<file path="src/rtl/rca_mp_sequencer_if.sv">
// Request/result bundle for the multi-precision add sequencer.
// Optional build macro: SUB_EN adds the 'sub' request bit.
interface rca_mp_sequencer_if #(
    parameter int NWORDS = 4
) ();
    logic                   start;
    logic [32*NWORDS-1:0]   a;
    logic [32*NWORDS-1:0]   b;
    logic                   cin;
`ifdef SUB_EN
    logic                   sub;
`endif
    logic                   busy;
    logic                   done;
    logic [32*NWORDS-1:0]   sum;
    logic                   cout;

    modport master (
        output start, a, b, cin,
`ifdef SUB_EN
        output sub,
`endif
        input  busy, done, sum, cout
    );

    modport slave (
        input  start, a, b, cin,
`ifdef SUB_EN
        input  sub,
`endif
        output busy, done, sum, cout
    );
endinterface

</file>
<file path="src/rtl/rca_mp_sequencer.sv">
// Multi-precision adder: one 32-bit ripple slice reused over NWORDS words, LSW first.
// Optional build macro: SUB_EN enables a-b via inverted B and forced carry-in.
module rca_mp_sequencer #(
    parameter int NWORDS = 4,
    parameter int IDXW   = 2
) (
    input  logic              clk,
    input  logic              rst,
    rca_mp_sequencer_if.slave bus
);
    localparam logic [IDXW-1:0] LAST = IDXW'(NWORDS - 1);

    typedef enum logic {IDLE, RUN} state_t;

    state_t                  state, state_nxt;
    logic [NWORDS-1:0][31:0] a_reg, b_reg, sum_r;
    logic [IDXW-1:0]         idx;
    logic                    carry;
    logic                    cout_r;
    logic                    done_r;
    logic                    capture, step, last;
    logic [31:0]             b_word;
    logic [32:0]             slice;
`ifdef SUB_EN
    logic                    sub_reg;
`endif

    function automatic logic [32:0] slice_add(input logic [31:0] x,
                                              input logic [31:0] y,
                                              input logic        ci);
        return {1'b0, x} + {1'b0, y} + {32'd0, ci};
    endfunction

    always_ff @(posedge clk) begin
        if (rst) state <= IDLE;
        else     state <= state_nxt;
    end

    always_comb begin
        state_nxt = state;
        case (state)
            IDLE:    if (bus.start) state_nxt = RUN;
            RUN:     if (idx == LAST) state_nxt = IDLE;
            default: state_nxt = IDLE;
        endcase
    end

    // start is only honoured from IDLE, which also covers the done cycle
    always_comb begin
        capture = (state == IDLE) && bus.start;
        step    = (state == RUN);
        last    = step && (idx == LAST);
    end

    // Slice inputs come only from captured registers, never from the ports
`ifdef SUB_EN
    assign b_word = sub_reg ? ~b_reg[idx] : b_reg[idx];
`else
    assign b_word = b_reg[idx];
`endif
    assign slice = slice_add(a_reg[idx], b_word, carry);

    always_ff @(posedge clk) begin
        if (rst) begin
            a_reg   <= '0;
            b_reg   <= '0;
            sum_r   <= '0;
            idx     <= '0;
            carry   <= 1'b0;
            cout_r  <= 1'b0;
            done_r  <= 1'b0;
`ifdef SUB_EN
            sub_reg <= 1'b0;
`endif
        end else begin
            done_r <= last;
            if (capture) begin
                a_reg <= bus.a;
                b_reg <= bus.b;
                idx   <= '0;
`ifdef SUB_EN
                sub_reg <= bus.sub;
                carry   <= bus.sub ? 1'b1 : bus.cin;
`else
                carry   <= bus.cin;
`endif
            end else if (step) begin
                sum_r[idx] <= slice[31:0];
                carry      <= slice[32];
                idx        <= idx + IDXW'(1);
                if (last) cout_r <= slice[32];
            end
        end
    end

    assign bus.busy = (state == RUN);
    assign bus.done = done_r;
    assign bus.sum  = sum_r;
    assign bus.cout = cout_r;
endmodule
</file>
<file path="src/flat_wrapper.sv">
// flat-port wrapper written by rule: the top's interface ports become plain ports
module rca_mp_sequencer_flat 
#(
    parameter int NWORDS = 4,
    parameter int IDXW   = 2
)
  (clk, rst, bus_start, bus_a, bus_b, bus_cin, bus_busy, bus_done, bus_sum, bus_cout);
  rca_mp_sequencer_if #(.NWORDS(NWORDS)) bus_i ();
  input  logic clk;
  input  logic rst;
  input wire logic [$bits(bus_i.start)-1:0] bus_start;
  input wire logic [$bits(bus_i.a)-1:0] bus_a;
  input wire logic [$bits(bus_i.b)-1:0] bus_b;
  input wire logic [$bits(bus_i.cin)-1:0] bus_cin;
  output wire logic [$bits(bus_i.busy)-1:0] bus_busy;
  output wire logic [$bits(bus_i.done)-1:0] bus_done;
  output wire logic [$bits(bus_i.sum)-1:0] bus_sum;
  output wire logic [$bits(bus_i.cout)-1:0] bus_cout;
  assign bus_i.start = bus_start;
  assign bus_i.a = bus_a;
  assign bus_i.b = bus_b;
  assign bus_i.cin = bus_cin;
  assign bus_busy = bus_i.busy;
  assign bus_done = bus_i.done;
  assign bus_sum = bus_i.sum;
  assign bus_cout = bus_i.cout;
  rca_mp_sequencer #(.NWORDS(NWORDS), .IDXW(IDXW)) u_core (.clk(clk), .rst(rst), .bus(bus_i));
endmodule
</file>
<file path="config.mk">
export PLATFORM = sky130hd
export DESIGN_NAME = rca_mp_sequencer_flat
export DESIGN_NICKNAME = d
export VERILOG_FILES = /design/src/rtl/rca_mp_sequencer_if.sv /design/src/rtl/rca_mp_sequencer.sv /design/src/flat_wrapper.sv
export SDC_FILE = /design/constraint.sdc
export NUM_CORES = 1
export LEC_CHECK = 0
export BUFFER_PORTS_ARGS = -buffer_cell sky130_fd_sc_hd__buf_2
export CORE_UTILIZATION = 32
export CTS_CLUSTER_DIAMETER = 40
export DETAILED_ROUTE_END_ITERATION = 6
export MAX_ROUTING_LAYER = met4
export SKIP_LAST_GASP = 1
export SLEW_MARGIN = 20
export SYNTH_ARGS = -nofsm -noshare
export SYNTH_HDL_FRONTEND = slang
export SYNTH_SLANG_ARGS = --single-unit
</file>
<file path="constraint.sdc">
create_clock -name clk -period 4.7 [get_ports clk]
set_clock_uncertainty 0.05 [all_clocks]
set_input_delay 0.47 -clock clk [delete_from_list [all_inputs] [get_ports clk]]
set_output_delay 0.47 -clock clk [all_outputs]
set_load 0.05 [all_outputs]
</file>
# [Yosys cells after proc, flatten, opt, wreduce, memory -nomap -nowiden]
# Index checks and enable logic that the tools add are counted.
[totals] ff_bits=390 output_inout_bits=131 word_cells=44 inputBits=260
[op_classes] mux=12 n_addsub=3 eq_ne=1 n_bitwise=2 order_cmp=2 n_reduce_logical=7
[ops] operator="32-bit binary-select mux with 2-bit select" count=2
[ops] operator="128-bit bitwise mux" count=1
[ops] operator="32-bit 2-to-1 mux" count=3
[ops] operator="32-bit demux with 2-bit select" count=1
[ops] operator="32-bit by 32-bit adder with 33-bit output" count=1
[ops] operator="33-bit by 1-bit adder with 33-bit output" count=1
[ops] operator="1-bit 2-to-1 mux" count=4
[ops] operator="1-bit logical AND" count=3
[ops] operator="2-bit by 3-bit less-than comparator with 1-bit output, second input constant" count=1
[ops] operator="3-bit AND reduction" count=1
[ops] operator="2-bit by 1-bit adder with 2-bit output, second input constant" count=1
[ops] operator="2-bit equality test, second input constant" count=1
[ops] operator="2-bit by 1-bit greater-or-equal comparator with 1-bit output, second input constant" count=1
[ops] operator="1-bit inverter" count=2
[ops] operator="1-bit one-hot mux with 2 select lines" count=1
[ops] operator="2-bit AND reduction" count=1
[ops] operator="2-bit nonzero test" count=1
[ops] operator="2-bit OR reduction" count=1

# [Logic depth before layout (Yosys ltp)]
# Gate-level depths: netlist of run 1.
[logic_depth] ltp_word=6 depth_mapped=12 mapped_depth_nobuf=11

# [Worst setup path before layout of run 1]
# Ideal clock, no wire load.
[synth_timing] path_type="reg2reg" from="register u_core.idx[0]" to="register u_core.sum_r (netlist bit u_core.bus.sum[116])" stages_incl_launch_ff=13 path_slack_ns=0.884 t_required_ns=4.530 arrival_ns=3.646 setup_ns=0.120 path_buffers=1 period_less_slack_ns=3.816 cell_sequence="dfxtp_1 clkbuf_1 mux4_2 fa_1 inv_1 fa_1 nor2b_4 o2111ai_1 a21boi_2 a221o_4 a31oi_4 nor4_1 a211o_1"
[synth_via] elab_chain_len=5 elab_cells_between_ends=12 classes_between="2 x add/sub; 2 x order compare; 7 x mux; 1 x reduce/logical"
[synth_rtl] item="from (decl)" line="rca_mp_sequencer.sv:17" text="logic [IDXW-1:0] idx;"
[synth_rtl] item="from (signal assigned)" line="rca_mp_sequencer.sv:90" text="idx <= idx + IDXW'(1);"
[synth_rtl] item="32-bit binary-select mux with 2-bit select, or another cell as far along" line="rca_mp_sequencer.sv:61" text="assign slice = slice_add(a_reg[idx], b_word, carry);"
[synth_rtl] item="32-bit 2-to-1 mux (implied by the code), or another cell as far along" line="rca_mp_sequencer.sv:61"
[synth_rtl] item="32-bit by 32-bit adder with 33-bit output / 32-bit 2-to-1 mux (equally long branches)" line="rca_mp_sequencer.sv:31, rca_mp_sequencer.sv:88"
[synth_rtl] item="33-bit by 1-bit adder with 33-bit output / 32-bit demux with 2-bit select (equally long branches)"
[synth_rtl] item="128-bit bitwise mux (*)" line="rca_mp_sequencer.sv:88" text="sum_r[idx] <= slice[31:0];"
[synth_rtl] item="to (signal, indexed assignment)" line="rca_mp_sequencer.sv:88"
[synth_rtl] item="to (decl)" line="rca_mp_sequencer.sv:16" text="logic [NWORDS-1:0][31:0] a_reg, b_reg, sum_r;"
# Mark *: on every way between the ends. The rest lies on a longest branch, timed or not. The select of a mux whose other input is x is not followed.
# A chain may end at the register's enable or synchronous reset.

# [Worst setup path in the final report of run 1]
[layout_timing] from="register u_core.idx[0]" to="register u_core.sum_r (netlist bit u_core.bus.sum[115])"
# The elaborated chain is that of the path after synthesis.

==> results of run 1 <==
[timing repair]
item / in CTS / in global routing
gates resized for setup: 0 / 0
hold endpoints to repair: 11 / 0
hold buffers: 11 / 0
[layout by cell type (no fill, tap or decap), types with 7 or more instances in the layout]
master / n
a211oi_1: 14
inv_1: 13
nand2_1: 599
buf_12: 7
nor3b_1: 24
o311ai_1: 13
o21ai_1: 16
dfxtp_1: 388
xor2_1: 8
dlygate4sd3_1: 11
nor3_1: 26
nand3_1: 27
buf_2: 389
a31oi_1: 14
mux4_2: 64
nand3b_1: 41
a21oi_1: 333
nand2b_1: 17
nor4_1: 9
buf_4: 15
nand4_1: 18
bufinv_16: 15
clkbuf_16: 61
ha_1: 35
clkinv_2: 8
a211o_1: 9
nor2_1: 100
a21o_1: 16
o21ai_0: 40
a311oi_1: 8
[tightest hold or removal path: cells and delay by family]
kind | cells | cell delay [ps]
AND/OR/NAND/NOR | 1 | 50
AO/OA/AOI/OAI | 1 | 50
buffers and inverters | 1 | 100
[stage by stage]
step | instances | area (sq um) | hold WS [ps]
3_3_place_gp | 3036 | 20000 | 389
5_1_grt | 3165 | 22400 | 21.6
2_1_floorplan | 2086 | 17500 | 383
6_report | 3165 | 22400 | 26.6
4_1_cts | 3162 | 22400 | 0.253
3_5_place_dp | 3036 | 20000 | 394
[per-layer routing]
layer	vias to the layer above	track usage, %
met2	662	33.5
met4	0	6.32
met3	99	3.28
met5	-	-
met1	7970	31.2
li1	7921	-
[synth_stat cells (3+ instances only)]
| cell type | count |
|---|---|
| o21ai_0 | 40 |
| o21ai_1 | 16 |
| o21a_1 | 4 |
| nor3b_1 | 24 |
| nand3_1 | 27 |
| nand2_1 | 599 |
| nand3b_1 | 41 |
| o31ai_1 | 3 |
| mux4_2 | 64 |
| a311oi_1 | 8 |
| a211oi_1 | 14 |
| a21oi_1 | 333 |
| o21ai_2 | 3 |
| or3_1 | 6 |
| mux2i_1 | 5 |
| inv_1 | 13 |
| a21oi_2 | 3 |
| o2111ai_1 | 5 |
| and2_1 | 6 |
| a21o_1 | 16 |
| nand4_1 | 18 |
| nand2b_1 | 18 |
| nor2_1 | 100 |
| o211ai_1 | 3 |
| xor2_1 | 8 |
| nor4_1 | 9 |
| o311ai_1 | 13 |
| a31oi_1 | 14 |
| buf_1 | 8 |
| nor3_1 | 26 |
| clkbuf_1 | 138 |
| a211o_1 | 9 |
| buf_2 | 9 |
| nor2b_1 | 5 |
| and3_1 | 4 |
| dfxtp_1 | 390 |
| xnor2_1 | 5 |
| o21bai_1 | 4 |
| ha_1 | 35 |
[power breakdown]
part           switching [W]  leakage (nW)  internal (W)  total (W)
clock                0.00175          1.13       0.00332    0.00508
combinational       0.000796          4.88      0.000408    0.00120
sequential         0.0000949          3.19       0.00347    0.00357
[path summary, 6_finish.rpt]
kind | startpoint | endpoint | slack (ps) | depth (start not counted)
min | bus_b[46] | u_core.b_reg[46] | 30 | 3
min reg2reg | u_core.b_reg[35] | u_core.b_reg[35] | 400 | 2
max reg2reg | u_core.idx[0] | u_core.bus.sum[115] | 670 | 9
max | u_core.idx[0] | u_core.bus.sum[115] | 670 | 9
[cells by family after synthesis]
group,count (synthesis)
buffers and inverters,171
XOR/XNOR,15
AND/OR/NAND/NOR,892
adder cells (fa/ha/maj),37
multiplexers,69
AO/OA/AOI/OAI,512
flip-flops,390
[area by class of cell]
type | instances | area [sq um] | share of cell area, %
tap | 696 | 871 | 3.88
multi-input combinational | 1525 | 9010 | 40.2
clock buffer | 71 | 1610 | 7.19
timing repair buffer | 424 | 2350 | 10.5
clock inverter | 44 | 729 | 3.25
antenna | 2 | 5.00 | 0.0223
sequential | 390 | 7820 | 34.8
inverter | 13 | 48.8 | 0.217
==> results.sh, run 1 <==
export IMPL_synth_area_mux_share_pct=8.53
export IMPL_ys_flop_type="dfxtp_1"
export IMPL_crit_buf_inv=1
export IMPL_top_layer="met4"
export IMPL_worstPathRequired_ps=5150
export IMPL_cp_top_family="compound AO/OA/AOI/OAI gates"
export IMPL_hpwlAfterDp_mm=45.1
export IMPL_vdd_ir_drop_max_mv=0.338
export IMPL_synthDistinctLibCells=70
export IMPL_wl_met3_mm=3.90
export IMPL_cpPeakStageDelay_ps=580
export IMPL_synth_avg_cell_area_sq_um=8.38
export IMPL_postSynthCellCount=2086
export IMPL_clkLatencyLatePin_ps=640
export IMPL_fin_crit_ps=4030
export IMPL_ant_nets=0
export IMPL_overflow=0
export IMPL_wl_met1_mm=29.2
export IMPL_fin_crit_sh_pct=85.7
export IMPL_synth_top_family_by_area="simple AND/OR/NAND/NOR gates"
export IMPL_synth_fa_ha_area_share_pct=2.73
export IMPL_path_cells="buf_12 -> mux4_2 -> ha_1 -> and2_0 -> nand3_1 -> o211ai_1 -> a41oi_1 -> xor2_1 -> o21ai_1"
export IMPL_worstMarginPinSlew_ps=1100
export IMPL_slew_headroom_pct=26.5
export IMPL_fmax_mhz=248
export IMPL_holdCritPathClass="input port to flip-flop"
export IMPL_core_sq_um=53900
export IMPL_synth_seq_cells=390
export IMPL_status="finished clean"
export IMPL_fp_dieW_microns=236
export IMPL_synth_compound_area_share_pct=17.3
export IMPL_setup_viol=0
export IMPL_drt_iter0_markers=1375
export IMPL_vias=16700
export IMPL_initial_core_util_pct=32.4
export IMPL_io_buffers=390
export IMPL_numCtsBuffers=61
export IMPL_post_place_ws_ps=655
export IMPL_rsz0062_at_grt="false"
export IMPL_hold_violations=0
export IMPL_grt_max_degree=136
export IMPL_cp_max_fo=46
export IMPL_grt_pass1_vias=15800
export IMPL_gp_congestion=0.881
export IMPL_slew_viol_final=0
export IMPL_dr_pass1_iters=5
export IMPL_synthXorXnorAreaFrac_pct=0.838
export IMPL_clockBufferDepth=3
export IMPL_leakagePower_nw=9.20
export IMPL_setup_ws_ps=674
export IMPL_cp_slowest_cell="mux4_2"
export IMPL_finalWirelength_mm=62.1
export IMPL_drive_above_1_share_pct=24.9
export IMPL_io_pins=391
export IMPL_power_density_nw_per_um2=439
export IMPL_worstSetupPathType="flip-flop to flip-flop"
export IMPL_synth_edf_count=0
export IMPL_syn_to_final_growth_pct=28.4
export IMPL_synth_top_area_share_pct=44.7
export IMPL_ys_warn_count=0
export IMPL_postCtsSetupRepairBufs=0
export IMPL_synth_area_sq_um=17500
export IMPL_crit_path_end_kind="flip-flop"
export IMPL_fill_cells=5355
export IMPL_tns_ps=0
export IMPL_die_area_sq_um=55600
export IMPL_cts_clk_slew_worst_paths_ps=60
export IMPL_grt_antenna_before_repair=4
export IMPL_wl_per_cell_microns=19.6
export IMPL_max_cap_violations=0
export IMPL_root_buffer="clkbuf_16"
export IMPL_yosysSeqAreaShare_pct=44.7
export IMPL_htree_levels=2
export IMPL_cts_tree="yes"
export IMPL_die_h_microns=236
export IMPL_nNetsFinal=2712
export IMPL_synth_fp_nets=2383
export IMPL_grt_pass1_wl_mm=93.9
export IMPL_drc=0
export IMPL_rows=85
export IMPL_p_total_w=0.00985
export IMPL_wl_met2_mm=27.6
export IMPL_async_flop_share_pct=0
export IMPL_grt_usage_pct=22.4
export IMPL_viasPerCell=5.26
export IMPL_arrival_ps=4480
export IMPL_worst_setup_path_start_kind="flip-flop"
export IMPL_synth_top_area_cell="dfxtp_1"
export IMPL_cts_sinks=390
export IMPL_postLayoutCoreUtil_pct=41.6
export IMPL_yosys_area_share_simple_pct=22.1
export IMPL_synth_area_leaders="dfxtp_1 (45%), nand2_1 (13%), a21oi_1 (9.5%)"
No activity file was read; power rests on OpenSTA's default activity.
==> run 2, diff against run 1 <==
Settings changed: ABC_AREA set to 1.
==> results.sh, run 2 <==
export IMPL_status="finished clean"
export IMPL_clockBufferDepth=3
export IMPL_worstPathRequired_ps=5170
export IMPL_worstSetupPathType="flip-flop to flip-flop"
export IMPL_syn_to_final_growth_pct=27.4
export IMPL_synth_fp_nets=2971
export IMPL_setup_ws_ps=1150
export IMPL_crit_path_end_kind="flip-flop"
export IMPL_ys_warn_count=0
export IMPL_grt_antenna_before_repair=5
export IMPL_die_area_sq_um=57000
export IMPL_fp_dieW_microns=239
export IMPL_post_place_ws_ps=1130
export IMPL_synth_area_leaders="dfxtp_1 (44%), nor2_1 (17%), o21ai_0 (12%)"
export IMPL_postCtsSetupRepairBufs=0
export IMPL_grt_usage_pct=21.8
export IMPL_max_cap_violations=0
export IMPL_worst_setup_path_start_kind="flip-flop"
export IMPL_grt_pass1_vias=16500
export IMPL_fmax_mhz=281
export IMPL_ys_flop_type="dfxtp_1"
export IMPL_clkLatencyLatePin_ps=600
export IMPL_synth_area_sq_um=17900
export IMPL_synth_seq_cells=390
export IMPL_rsz0062_at_grt="false"
export IMPL_drt_iter0_markers=1353
export IMPL_leakagePower_nw=11.4
export IMPL_dp_cells=3669
export IMPL_fin_crit_ps=3550
export IMPL_synth_common_cells="nor2_1 (807), o21ai_0 (421), dfxtp_1 (390)"
export IMPL_cts_sinks=390
export IMPL_hpwlAfterDp_mm=44.2
export IMPL_initial_core_util_pct=32.5
export IMPL_postLayoutCoreUtil_pct=41.4
export IMPL_yosysSeqAreaShare_pct=43.5
export IMPL_cts_tree="yes"
export IMPL_ant_nets=0
export IMPL_vias=17900
export IMPL_power_density_nw_per_um2=472
export IMPL_slew_headroom_pct=33.2
export IMPL_placed_area_sq_um=20400
export IMPL_overflow=0
export IMPL_gp_congestion=0.940
export IMPL_drc=0
export IMPL_rows=86
export IMPL_slew_viol_final=0
export IMPL_numCtsBuffers=70
export IMPL_cts_resized=0
export IMPL_stdcell_area_sq_um=22800
export IMPL_layout_common_cells="nor2_1 (805), o21ai_0 (421), buf_2 (390)"
export IMPL_holdCritPathClass="input port to flip-flop"
export IMPL_async_flop_share_pct=0
export IMPL_nNetsFinal=3290
export IMPL_setup_viol=0
export IMPL_finalWirelength_mm=61.2
export IMPL_cp_max_fo=67
export IMPL_postSynthCellCount=2674
export IMPL_cpPeakStageDelay_ps=510
export IMPL_synthDistinctLibCells=33
export IMPL_final_common_cell="nor2_1"
export IMPL_cts_clk_slew_worst_paths_ps=60
export IMPL_root_buffer="clkbuf_16"
export IMPL_path_cells="inv_4 -> buf_4 -> o21ai_0 -> o22ai_1 -> fa_1 -> inv_1 -> fa_1 -> inv_1 -> nand3_1 -> nand2_2 -> nand2_1 -> nand2_1 -> nand2_1 -> nand2_2 -> xor2_2 -> o21ai_0 -> inv_1"
export IMPL_hold_violations=0
export IMPL_vdd_ir_drop_max_mv=0.288
export IMPL_synth_top_area_share_pct=43.5
export IMPL_io_pins=391
export IMPL_wl_per_cell_microns=16.1
export IMPL_fin_crit_sh_pct=75.6
export IMPL_synth_top_area_cell="dfxtp_1"
export IMPL_worstMarginPinSlew_ps=1000
export IMPL_htree_levels=3
export IMPL_viasPerCell=4.71
export IMPL_dr_pass1_iters=5
export IMPL_die_h_microns=239
export IMPL_synth_edf_count=0
export IMPL_arrival_ps=4030
export IMPL_synth_avg_cell_area_sq_um=6.71
export IMPL_cp_slowest_cell="inv_4"
export IMPL_drive_above_1_share_pct=18.8
export IMPL_synth_most_common_cell="nor2_1"
export IMPL_grt_pass1_wl_mm=93.7
export IMPL_tns_ps=0
export IMPL_io_buffers=390
export IMPL_final_cells=3802
export IMPL_core_sq_um=55200
export IMPL_ctsHoldBuffers=0
export IMPL_grt_max_degree=178
run 2: cell types whose count changed after synthesis, sizes merged, moves of 39 or more:
cell,before,now
o22ai,0,62
clkbuf,138,99
a21oi,338,32
nand2,599,401
mux4,64,0
buf,20,63
nor2,100,809
inv,13,229
nand3b,41,0
o21ai,59,428
run 2: path summary, 6_finish.rpt:
path                            start                  end  slack [ps]  cells past startpoint
setup / recovery        u_core.idx[0]   u_core.bus.sum[80]        1150                     17
setup reg to reg        u_core.idx[0]   u_core.bus.sum[80]        1150                     17
hold / removal              bus_b[26]     u_core.b_reg[26]          70                      3
hold reg to reg   u_core.bus.sum[111]  u_core.bus.sum[111]         400                      2
run 2: layer usage:
layer	wire length, microns	GRT usage [%]	up-vias
met5	0	-	-
met4	1220	5.98	0
met3	4280	3.96	84
met2	26200	32.3	583
met1	29500	30.3	8075
li1	-	-	9150
run 2: logic make-up (layout without fill, tap and decap cells):
family	count (synthesis)	count (layout)	share of synthesized area, %
XOR/XNOR	16	16	0.907
AND/OR/NAND/NOR	1286	1286	27.9
AO/OA/AOI/OAI	553	553	16.3
buffers and inverters	392	768	8.64
flip-flops	390	390	43.5
adder cells (fa/ha/maj)	37	37	2.66
other	0	4	0
run 2: final cells by class:
| class | count | area (sq um) |
|---|---|---|
| multi-input combinational | 1892 | 8590 |
| clock inverter | 45 | 544 |
| inverter | 230 | 878 |
| clock buffer | 84 | 1920 |
| tap | 748 | 936 |
| timing repair buffer | 409 | 2160 |
| antenna | 4 | 10.0 |
| sequential | 390 | 7810 |
| fill | 5904 | 32400 |
run 2: where the power goes:
group          switching, W  internal, W  total (W)  leakage, nW
Combinational       0.00132     0.000568    0.00189         7.00
Clock               0.00184      0.00340    0.00524         1.19
Sequential         0.000126      0.00354    0.00366         3.21
Total               0.00328      0.00750     0.0108         11.4
run 2: critical path, delay by kind of cell (launching register included):
family / cells / cell delay, ps
AOI/OAI and AO/OA: 3 / 450
buffers and inverters: 5 / 1040
and+or+nand+nor: 6 / 550
xor gates and xnor gates: 1 / 270
adders and majority gates: 2 / 660
DFF: 1 / 440
run 2: metrics by stage:
stage | power (W) | hold slack (ps)
after floorplan | 0.00495 | 399
after global placement | 0.00562 | 385
after detailed placement | 0.00562 | 386
after CTS | 0.0109 | 36.8
after global routing | 0.0113 | 57.7
final | 0.0108 | 73.3
